**config.mk**
```make
export PLATFORM = sky130hd
export DESIGN_NAME = udp_rx_demux_flat
export DESIGN_NICKNAME = d
export VERILOG_FILES = /design/src/rtl/udp_rx_pkg.sv /design/src/rtl/udp_rx_demux_if.sv /design/src/rtl/udp_port_match.sv /design/src/rtl/udp_rx_demux.sv /design/src/flat_wrapper.sv
export SDC_FILE = /design/constraint.sdc
export NUM_CORES = 1
export LEC_CHECK = 0
export CAP_MARGIN = 30
export CORE_MARGIN = 8
export CORE_UTILIZATION = 30
export DETAILED_ROUTE_END_ITERATION = 7
export PLACE_DENSITY = 0.62
export SYNTH_ARGS = -nofsm -noshare
export SYNTH_HDL_FRONTEND = slang
export SYNTH_SLANG_ARGS = --single-unit
```
**constraint.sdc**
```tcl
create_clock -name clk -period 4.75 [get_ports clk]
set_input_delay 1.1875 -clock clk [delete_from_list [all_inputs] [get_ports clk]]
set_output_delay 1.1875 -clock clk [all_outputs]
set_load 0.05 [all_outputs]
```
**src/rtl/udp_rx_pkg.sv**
```systemverilog
// Package: udp_rx_pkg
// Shared constants for the UDP receive demultiplexer: Ethernet/IPv4/UDP header
// byte offsets, protocol codes, FSM state encodings and byte-lane helpers.
package udp_rx_pkg;

    // Header byte offsets, counted from the first destination-MAC byte.
    localparam logic [5:0] OFF_MAC_LAST = 6'd5;
    localparam logic [5:0] OFF_TYPE_HI  = 6'd12;
    localparam logic [5:0] OFF_TYPE_LO  = 6'd13;
    localparam logic [5:0] OFF_VER_IHL  = 6'd14;
    localparam logic [5:0] OFF_PROTO    = 6'd23;
    localparam logic [5:0] OFF_SRC_IP   = 6'd26;
    localparam logic [5:0] OFF_DST_IP   = 6'd30;
    localparam logic [5:0] OFF_SRC_PORT = 6'd34;
    localparam logic [5:0] OFF_DST_PORT = 6'd36;
    localparam logic [5:0] OFF_UDP_LEN  = 6'd38;
    localparam logic [5:0] OFF_HDR_LAST = 6'd41;
    localparam logic [5:0] CNT_SAT      = 6'd42;

    localparam logic [15:0] ETH_TYPE_IP  = 16'h0800;
    localparam logic [15:0] ETH_TYPE_ARP = 16'h0806;
    localparam logic [7:0]  IP_VER_IHL   = 8'h45;
    localparam logic [7:0]  IP_PROTO_UDP = 8'h11;
    localparam logic [47:0] BCAST_MAC    = 48'hffff_ffff_ffff;
    localparam logic [15:0] UDP_HDR_LEN  = 16'd8;

    // FSM state encodings
    localparam logic [1:0] ST_HDR  = 2'd0;
    localparam logic [1:0] ST_ARP  = 2'd1;
    localparam logic [1:0] ST_PAY  = 2'd2;
    localparam logic [1:0] ST_DROP = 2'd3;

    // MAC byte expected at header offset idx (0 = most significant byte).
    function automatic logic [7:0] mac_byte(input logic [47:0] mac, input logic [5:0] idx);
        case (idx)
            6'd0:    mac_byte = mac[47:40];
            6'd1:    mac_byte = mac[39:32];
            6'd2:    mac_byte = mac[31:24];
            6'd3:    mac_byte = mac[23:16];
            6'd4:    mac_byte = mac[15:8];
            default: mac_byte = mac[7:0];
        endcase
    endfunction

    // Destination-IP byte expected at header offset idx (30..33).
    function automatic logic [7:0] ip_byte(input logic [31:0] ip, input logic [5:0] idx);
        case (idx)
            OFF_DST_IP:         ip_byte = ip[31:24];
            OFF_DST_IP + 6'd1:  ip_byte = ip[23:16];
            OFF_DST_IP + 6'd2:  ip_byte = ip[15:8];
            default:            ip_byte = ip[7:0];
        endcase
    endfunction

endpackage

```
**src/rtl/udp_rx_demux_if.sv**
```systemverilog
// Interface: udp_rx_demux_if
// Byte-wide AXI-stream style link (tdata/tvalid/tlast/tready).
//  master: drives tdata, tvalid, tlast; receives tready
//  slave : receives tdata, tvalid, tlast; drives tready
interface udp_rx_demux_if;
    logic [7:0] tdata;
    logic       tvalid;
    logic       tlast;
    logic       tready;

    modport master (output tdata, output tvalid, output tlast, input tready);
    modport slave  (input tdata, input tvalid, input tlast, output tready);
endinterface

```
**src/rtl/udp_port_match.sv**
```systemverilog
// Module: udp_port_match
// Priority compare of a UDP destination port against the NUM_CH configured
// channel ports; the lowest matching channel index wins.
//  port : destination port under test
//  hit  : some channel matches
//  ch   : index of the lowest matching channel (0 when no hit)
module udp_port_match #(
    parameter int                   NUM_CH    = 4,
    parameter logic [NUM_CH*16-1:0] UDP_PORTS = '0
) (
    input  logic [15:0] port,
    output logic        hit,
    output logic [2:0]  ch
);

    // NOTE: every variable written in always_comb gets a default first, so no path can infer a latch.
    always_comb begin
        hit = 1'b0;
        ch  = 3'd0;
        // Scan from the top so the lowest matching index is written last.
        for (int i = NUM_CH - 1; i >= 0; i--) begin
            if (UDP_PORTS[16*i +: 16] == port) begin
                hit = 1'b1;
                ch  = 3'(i);
            end
        end
    end

endmodule

```
**src/rtl/udp_rx_demux.sv**
```systemverilog
// Module: udp_rx_demux
// Parses a byte-wide Ethernet frame stream, forwards ARP bodies to the arp link
// and UDP payloads to one of NUM_CH channels chosen by destination port.
// Frames failing the MAC/IP/protocol/port filters are discarded and counted.
//  clk, reset         : clock, synchronous active-high reset
//  local_mac_addr/ip  : own addresses used by the filters
//  axis (slave)       : incoming frame bytes
//  arp (master)       : ARP body (frame bytes 14..end), zero latency
//  udp_*              : shared payload data/last/err, one-hot valid, per-channel ready
//  udp_length_out, udp_src_port_out, remote_ip_addr_out : current datagram info
//  drop_cnt_out       : saturating count of dropped frames
module udp_rx_demux
    import udp_rx_pkg::*;
#(
    parameter int                   NUM_CH       = 4,
    parameter logic [NUM_CH*16-1:0] UDP_PORTS    = {16'd5003, 16'd5002, 16'd5001, 16'd5000},
    parameter bit                   ACCEPT_BCAST = 1'b1,
    parameter int                   DROP_CNT_W   = 16
) (
    input  logic                  clk,
    input  logic                  reset,
    input  logic [47:0]           local_mac_addr,
    input  logic [31:0]           local_ip_addr,
    udp_rx_demux_if.slave         axis,
    udp_rx_demux_if.master        arp,
    output logic [7:0]            udp_tdata_out,
    output logic [NUM_CH-1:0]     udp_tvalid_out,
    output logic                  udp_tlast_out,
    output logic                  udp_terr_out,
    input  logic [NUM_CH-1:0]     udp_tready_in,
    output logic [15:0]           udp_length_out,
    output logic [15:0]           udp_src_port_out,
    output logic [31:0]           remote_ip_addr_out,
    output logic [DROP_CNT_W-1:0] drop_cnt_out
);

    logic [1:0]        state;
    logic [5:0]        cnt;
    logic              mac_loc, mac_bc;
    logic [7:0]        type_hi;
    logic [15:0]       dst_port, udp_len, rem;
    logic [2:0]        ch;
    logic [NUM_CH-1:0] ch_oh;

    logic        beat, loc_nxt, bc_nxt, hdr_fail, len8_end, drop_ev, port_hit;
    logic [2:0]  port_ch;
    logic [15:0] eth_type;

    udp_port_match #(.NUM_CH(NUM_CH), .UDP_PORTS(UDP_PORTS)) u_match (
        .port (dst_port),
        .hit  (port_hit),
        .ch   (port_ch)
    );

    assign beat     = axis.tvalid && axis.tready;
    assign eth_type = {type_hi, axis.tdata};
    assign len8_end = (cnt == OFF_HDR_LAST) && (udp_len == UDP_HDR_LEN);

    always_comb begin
        // Running MAC matches; each restarts on byte 0.
        loc_nxt = (cnt == 6'd0 || mac_loc) && (axis.tdata == mac_byte(local_mac_addr, cnt));
        bc_nxt  = (cnt == 6'd0 || mac_bc)  && (axis.tdata == mac_byte(BCAST_MAC, cnt)) && ACCEPT_BCAST;
        hdr_fail = ((cnt == OFF_MAC_LAST) && !(loc_nxt || bc_nxt))
                || ((cnt == OFF_TYPE_LO)  && eth_type != ETH_TYPE_IP && eth_type != ETH_TYPE_ARP)
                || ((cnt == OFF_VER_IHL)  && axis.tdata != IP_VER_IHL)
                || ((cnt == OFF_PROTO)    && axis.tdata != IP_PROTO_UDP)
                || ((cnt >= OFF_DST_IP) && (cnt <= OFF_DST_IP + 6'd3)
                    && axis.tdata != ip_byte(local_ip_addr, cnt))
                || ((cnt == OFF_HDR_LAST) && (!port_hit || udp_len < UDP_HDR_LEN));
        // A zero-payload datagram is not a drop even when its frame ends at byte 41.
        drop_ev = beat && (state == ST_HDR) && (hdr_fail || (axis.tlast && !len8_end));
    end

    // NOTE: sequential state uses non-blocking assignments; where two apply in one
    // cycle the later one in program order wins (used for the cnt restart below).
    always_ff @(posedge clk) begin
        if (reset) begin
            state              <= ST_HDR;
            cnt                <= 6'd0;
            mac_loc            <= 1'b0;
            mac_bc             <= 1'b0;
            type_hi            <= 8'd0;
            dst_port           <= 16'd0;
            udp_len            <= 16'd0;
            rem                <= 16'd0;
            ch                 <= 3'd0;
            udp_length_out     <= 16'd0;
            udp_src_port_out   <= 16'd0;
            remote_ip_addr_out <= 32'd0;
        end else if (beat) begin
            case (state)
                ST_HDR: begin
                    if (cnt < CNT_SAT) cnt <= cnt + 6'd1;
                    if (cnt <= OFF_MAC_LAST) begin
                        mac_loc <= loc_nxt;
                        mac_bc  <= bc_nxt;
                    end
                    if (cnt == OFF_TYPE_HI) type_hi <= axis.tdata;
                    if (cnt >= OFF_SRC_IP && cnt < OFF_SRC_IP + 6'd4)
                        remote_ip_addr_out <= {remote_ip_addr_out[23:0], axis.tdata};
                    if (cnt >= OFF_SRC_PORT && cnt < OFF_SRC_PORT + 6'd2)
                        udp_src_port_out <= {udp_src_port_out[7:0], axis.tdata};
                    if (cnt >= OFF_DST_PORT && cnt < OFF_DST_PORT + 6'd2)
                        dst_port <= {dst_port[7:0], axis.tdata};
                    if (cnt >= OFF_UDP_LEN && cnt < OFF_UDP_LEN + 6'd2)
                        udp_len <= {udp_len[7:0], axis.tdata};

                    if (hdr_fail) begin
                        cnt   <= 6'd0;
                        state <= axis.tlast ? ST_HDR : ST_DROP;
                    end else if (cnt == OFF_HDR_LAST) begin
                        cnt <= 6'd0;
                        if (len8_end || axis.tlast) begin
                            state <= axis.tlast ? ST_HDR : ST_DROP;
                        end else begin
                            state          <= ST_PAY;
                            ch             <= port_ch;
                            rem            <= udp_len - UDP_HDR_LEN;
                            udp_length_out <= udp_len - UDP_HDR_LEN;
                        end
                    end else if (axis.tlast) begin
                        cnt <= 6'd0;
                    end else if (cnt == OFF_TYPE_LO && eth_type == ETH_TYPE_ARP) begin
                        state <= ST_ARP;
                    end
                end
                ST_ARP: begin
                    // Keep counting so the ARP sender IP (frame bytes 28..31) can be captured.
                    if (cnt < CNT_SAT) cnt <= cnt + 6'd1;
                    if (cnt >= OFF_SRC_IP + 6'd2 && cnt < OFF_SRC_IP + 6'd6)
                        remote_ip_addr_out <= {remote_ip_addr_out[23:0], axis.tdata};
                    if (axis.tlast) begin
                        cnt   <= 6'd0;
                        state <= ST_HDR;
                    end
                end
                ST_PAY: begin
                    rem <= rem - 16'd1;
                    if (rem == 16'd1)    state <= axis.tlast ? ST_HDR : ST_DROP;
                    else if (axis.tlast) state <= ST_HDR;
                end
                default: begin
                    if (axis.tlast) state <= ST_HDR;
                end
            endcase
        end
    end

    always_ff @(posedge clk) begin
        if (reset)
            drop_cnt_out <= '0;
        else if (drop_ev && !(&drop_cnt_out))
            drop_cnt_out <= drop_cnt_out + DROP_CNT_W'(1);
    end

    // Zero-latency steering; every output is gated so nothing lingers without a valid beat.
    always_comb begin
        for (int i = 0; i < NUM_CH; i++) ch_oh[i] = (ch == 3'(i));
        axis.tready    = 1'b1;
        arp.tdata      = 8'd0;
        arp.tvalid     = 1'b0;
        arp.tlast      = 1'b0;
        udp_tdata_out  = 8'd0;
        udp_tvalid_out = '0;
        udp_tlast_out  = 1'b0;
        udp_terr_out   = 1'b0;
        case (state)
            ST_ARP: begin
                axis.tready = arp.tready;
                arp.tvalid  = axis.tvalid;
                arp.tdata   = axis.tvalid ? axis.tdata : 8'd0;
                arp.tlast   = axis.tvalid && axis.tlast;
            end
            ST_PAY: begin
                axis.tready    = |(udp_tready_in & ch_oh);
                udp_tvalid_out = axis.tvalid ? ch_oh : '0;
                udp_tdata_out  = axis.tvalid ? axis.tdata : 8'd0;
                udp_tlast_out  = axis.tvalid && (rem == 16'd1 || axis.tlast);
                udp_terr_out   = axis.tvalid && axis.tlast && (rem != 16'd1);
            end
            default: ;
        endcase
    end

endmodule

```
**src/flat_wrapper.sv**
```systemverilog
// flat-port wrapper written by rule: the top's interface ports become plain ports
module udp_rx_demux_flat import udp_rx_pkg::*;
#(
    parameter int                   NUM_CH       = 4,
    parameter logic [NUM_CH*16-1:0] UDP_PORTS    = {16'd5003, 16'd5002, 16'd5001, 16'd5000},
    parameter bit                   ACCEPT_BCAST = 1'b1,
    parameter int                   DROP_CNT_W   = 16
)
  (clk, reset, local_mac_addr, local_ip_addr, udp_tdata_out, udp_tvalid_out, udp_tlast_out, udp_terr_out, udp_tready_in, udp_length_out, udp_src_port_out, remote_ip_addr_out, drop_cnt_out, axis_tdata, axis_tvalid, axis_tlast, axis_tready, arp_tdata, arp_tvalid, arp_tlast, arp_tready);
  udp_rx_demux_if axis_i ();
  udp_rx_demux_if arp_i ();
  input  logic clk;
  input  logic reset;
  input  logic [47:0] local_mac_addr;
  input  logic [31:0] local_ip_addr;
  output logic [7:0] udp_tdata_out;
  output logic [NUM_CH-1:0] udp_tvalid_out;
  output logic udp_tlast_out;
  output logic udp_terr_out;
  input  logic [NUM_CH-1:0] udp_tready_in;
  output logic [15:0] udp_length_out;
  output logic [15:0] udp_src_port_out;
  output logic [31:0] remote_ip_addr_out;
  output logic [DROP_CNT_W-1:0] drop_cnt_out;
  input wire logic [$bits(axis_i.tdata)-1:0] axis_tdata;
  input wire logic [$bits(axis_i.tvalid)-1:0] axis_tvalid;
  input wire logic [$bits(axis_i.tlast)-1:0] axis_tlast;
  output wire logic [$bits(axis_i.tready)-1:0] axis_tready;
  output wire logic [$bits(arp_i.tdata)-1:0] arp_tdata;
  output wire logic [$bits(arp_i.tvalid)-1:0] arp_tvalid;
  output wire logic [$bits(arp_i.tlast)-1:0] arp_tlast;
  input wire logic [$bits(arp_i.tready)-1:0] arp_tready;
  assign axis_i.tdata = axis_tdata;
  assign axis_i.tvalid = axis_tvalid;
  assign axis_i.tlast = axis_tlast;
  assign axis_tready = axis_i.tready;
  assign arp_tdata = arp_i.tdata;
  assign arp_tvalid = arp_i.tvalid;
  assign arp_tlast = arp_i.tlast;
  assign arp_i.tready = arp_tready;
  udp_rx_demux #(.NUM_CH(NUM_CH), .UDP_PORTS(UDP_PORTS), .ACCEPT_BCAST(ACCEPT_BCAST), .DROP_CNT_W(DROP_CNT_W)) u_core (.clk(clk), .reset(reset), .local_mac_addr(local_mac_addr), .local_ip_addr(local_ip_addr), .axis(axis_i), .arp(arp_i), .udp_tdata_out(udp_tdata_out), .udp_tvalid_out(udp_tvalid_out), .udp_tlast_out(udp_tlast_out), .udp_terr_out(udp_terr_out), .udp_tready_in(udp_tready_in), .udp_length_out(udp_length_out), .udp_src_port_out(udp_src_port_out), .remote_ip_addr_out(remote_ip_addr_out), .drop_cnt_out(drop_cnt_out));
endmodule
```
==> flow_summary.yaml <==
power:
  power.density_nw_per_um2: 257
  p_leak_nw: 3.98
  p_switching_mw: 0.799
  pwr-share-seq: 0.432
  comb_power_share: 0.087
  finalPower_mw: 2.89
  p_int_mw: 2.09
  switching_share: 0.277
  p_clk_frac: 0.481
  vdd_drop_max_uv: 153
clocking:
  htree_levels: 4
  clock_sinks: 148
  hold_buffers: 0
  postCtsSetupRepairBufs: 0
  cts_resized: 0
  clock_latency_ns: 0.43
  cts_buffers: 17
  cts_tree: "built"
  root_buffer: "clkbuf_16"
  path_clk_slew_ns: 0.08
  clock_path_buffers: 2
synthesis:
  synthArstFlopShare: 0
  ys_ff_latch: 148
  ys_seq_area_frac: 0.365
  synth.distinct_cells: 75
  synth_area_per_cell_sq_um: 8.18
  yosysWarnings: 0
  synth_edf_count: 0
  netlist_instances: 992
  synthesis.area_sq_um: 8120
  synth_ff_type: "dfxtp_1"
  syn_nets: 1101
die:
  io_pins: 202
  die_x_um: 180
  core-area_sq_um: 26700
  fp.dieH_um: 180
  floorplan.die_area_sq_um: 32600
  num_rows: 60
  start_util: 0.304
final_layout:
  layout.nets: 1283
  syn_to_final_growth_pct: 38.5
  final_core_util: 0.421
  drive_gt1_frac: 0.0901
  num_antenna_cells: 0
  nFillCells: 2714
  design_area_sq_um: 11200
  final_common_cell: "clkdlybuf4s50_1"
  final_cell_mix: "clkdlybuf4s50_1, dfxtp_1, nor2_1, nand2_1, mux2i_1"
drt:
  ant_nets: 0
  dr.pass1.iters: 5
  remaining_drc_errors: 0
  wl_um: 28100
  vias_per_cell: 5.20
  vias: 7940
  drt-initial-drc-count: 522
  wl_per_cell_um: 18.4
hold_path:
  hold_class: "flop to flop"
setup_path:
  reg2reg_from: "u_core.cnt[0]$_SDFFE_PP0P_"
  crit_path_end_kind: "flop"
  cpMaxStageDelayCell: "or4b_2"
  reg2reg_depth: 11
  r2r-end: "u_core.drop_cnt_out[15]$_SDFFE_PP0P_"
  crit_fanout: 25
  critical_path_class: "flop to flop"
  crit_arrival_ns: 4.71
  start_kind: "flop"
  cp_cell_sequence: "inv_1 -> ha_1 -> or4b_2 -> o22ai_1 -> mux2_2 -> and4_1 -> a21boi_1 -> a2111oi_4 -> buf_4 -> nor4_1 -> mux2_4"
  required_ns: 5.07
  setup.worst_path.end: "u_core.drop_cnt_out[15]$_SDFFE_PP0P_"
  cpPeakStageDelay_ns: 0.70
  rrSetupSlack_ns: 0.36
  crit_start: "u_core.cnt[0]$_SDFFE_PP0P_"
global_routing:
  grt_use_total: 0.169
  grt_pass1_vias: 7661
  globalRouteMet2Util: 0.273
  grt_overflow: 0
  antenna_found_initial: 0
  grt_pass1_wl_um: 44500
  grtUsageMet3: 0.0464
  busiest_layer: "met2"
  grt_max_degree: 77
  met1_usage: 0.219
timing:
  period_minus_slack_ns: 4.39
  finClkSkew_ns: 0.0160
  maxSlewViolCount: 0
  setup_viol: 0
  slew-limit-headroom: 0.352
  rsz0062_at_grt: "no"
  finalCritPeriodShare: 0.924
  hold_viol_final: 0
  fin_setup_tns_ns: 0
  fmax_ghz: 0.228
  tightestPinTransition_ns: 0.966
placement:
  dpl_cell_area_sq_um: 10600
  place.gp.congestion: 0.857
  portBuffers: 201
  place_hpwl_um: 20800
flow_run:
  max_cap_viol_count: 0
outcome:
  status: "complete, no violations"
[power by group through the flow]
stage	clock network (mW)	logic [mW]	registers [mW]
floorplan	0	0.115	1.28
global placement	0	0.248	1.28
detailed placement	0	0.249	1.28
CTS	1.43	0.250	1.25
global route	1.48	0.269	1.25
finish	1.39	0.251	1.25
[area by class of cell]
cell class,instances,area [sq um],area share
Sequential cell,148,2960,0.264
Clock inverter,15,206,0.0184
Clock buffer,17,425,0.0378
Multi-Input combinational cell,748,4790,0.426
Inverter,24,90.1,0.00801
Tap cell,341,427,0.0380
Timing Repair Buffer,235,2340,0.208
[logic make-up (layout without fill, tap and decap cells)]
logic type | Yosys count | after routing | share of synthesized area
xor gates and xnor gates | 22 | 22 | 0.0237
AOI/OAI and AO/OA | 193 | 193 | 0.165
muxes | 90 | 90 | 0.116
and+or+nand+nor | 431 | 431 | 0.264
adders and majority gates | 12 | 12 | 0.0185
DFF | 148 | 148 | 0.365
buffers and inverters | 96 | 291 | 0.0478
[how the worst min path moves through the flow]
stage	startpoint	end	slack, ns	cells after the start
floorplan	u_core.mac_loc$_SDFFE_PP0P_	u_core.mac_loc$_SDFFE_PP0P_	0.43	2
global placement	u_core.udp_length_out[2]$_SDFFE_PP0P_	u_core.udp_length_out[2]$_SDFFE_PP0P_	0.44	2
detailed placement	u_core.mac_loc$_SDFFE_PP0P_	u_core.mac_loc$_SDFFE_PP0P_	0.45	2
CTS	u_core.mac_loc$_SDFFE_PP0P_	u_core.mac_loc$_SDFFE_PP0P_	0.46	2
global route	u_core.mac_loc$_SDFFE_PP0P_	u_core.mac_loc$_SDFFE_PP0P_	0.48	2
finish	u_core.mac_loc$_SDFFE_PP0P_	u_core.mac_loc$_SDFFE_PP0P_	0.46	2
[layer usage]
layer / part of all wire / up-vias
li1: - / 3936
met3: 0.058 / 27
met4: 0.015 / 0
met5: 0 / -
met2: 0.46 / 199
met1: 0.46 / 3778
[cell usage after synthesis, drive strengths merged (10+ instances only)]
cell / count / area [sq um]
nor4: 19 / 134
dfxtp: 148 / 2960
or3: 12 / 80.1
and3: 27 / 169
ha: 12 / 150
nand3: 18 / 90.1
nor2: 136 / 510
a211oi: 18 / 135
nor3: 24 / 120
inv: 24 / 90.1
clkbuf: 65 / 244
or4: 12 / 90.1
xnor2: 16 / 140
a22oi: 15 / 113
a21oi: 69 / 345
mux2i: 82 / 821
nand4: 12 / 75.1
nand2: 119 / 449
nor2b: 10 / 62.6
o21ai: 16 / 80.1
[flip-flops by register name, indices dropped and copies added (netlist names)]
signal,flops
u_core.ch,2
u_core.cnt,6
u_core.drop_cnt_out,16
u_core.dst_port,16
u_core.mac_bc,1
u_core.mac_loc,1
u_core.rem,16
u_core.remote_ip_addr_out,32
u_core.state,2
u_core.type_hi,8
u_core.udp_len,16
u_core.udp_length_out,16
u_core.udp_src_port_out,16
[per-stage QoR]
stage	instances	hold WS (ns)	worst slack, ns
final	1528	0.455	0.363
after global routing	1528	0.478	0.154
after CTS	1528	0.460	0.399
after detailed placement	1496	0.450	0.145
after global placement	1495	0.443	0.185
after floorplan	992	0.432	0.769
[worst max-delay path, delay by kind of cell, from the launching register on]
family | cells | cell delay (ns)
and+or+nand+nor | 3 | 1.28
AOI/OAI and AO/OA | 3 | 0.80
muxes | 2 | 0.69
buffers and inverters | 2 | 0.55
adders and majority gates | 1 | 0.44
DFF | 1 | 0.50
(Power assumes the default switching activity.)
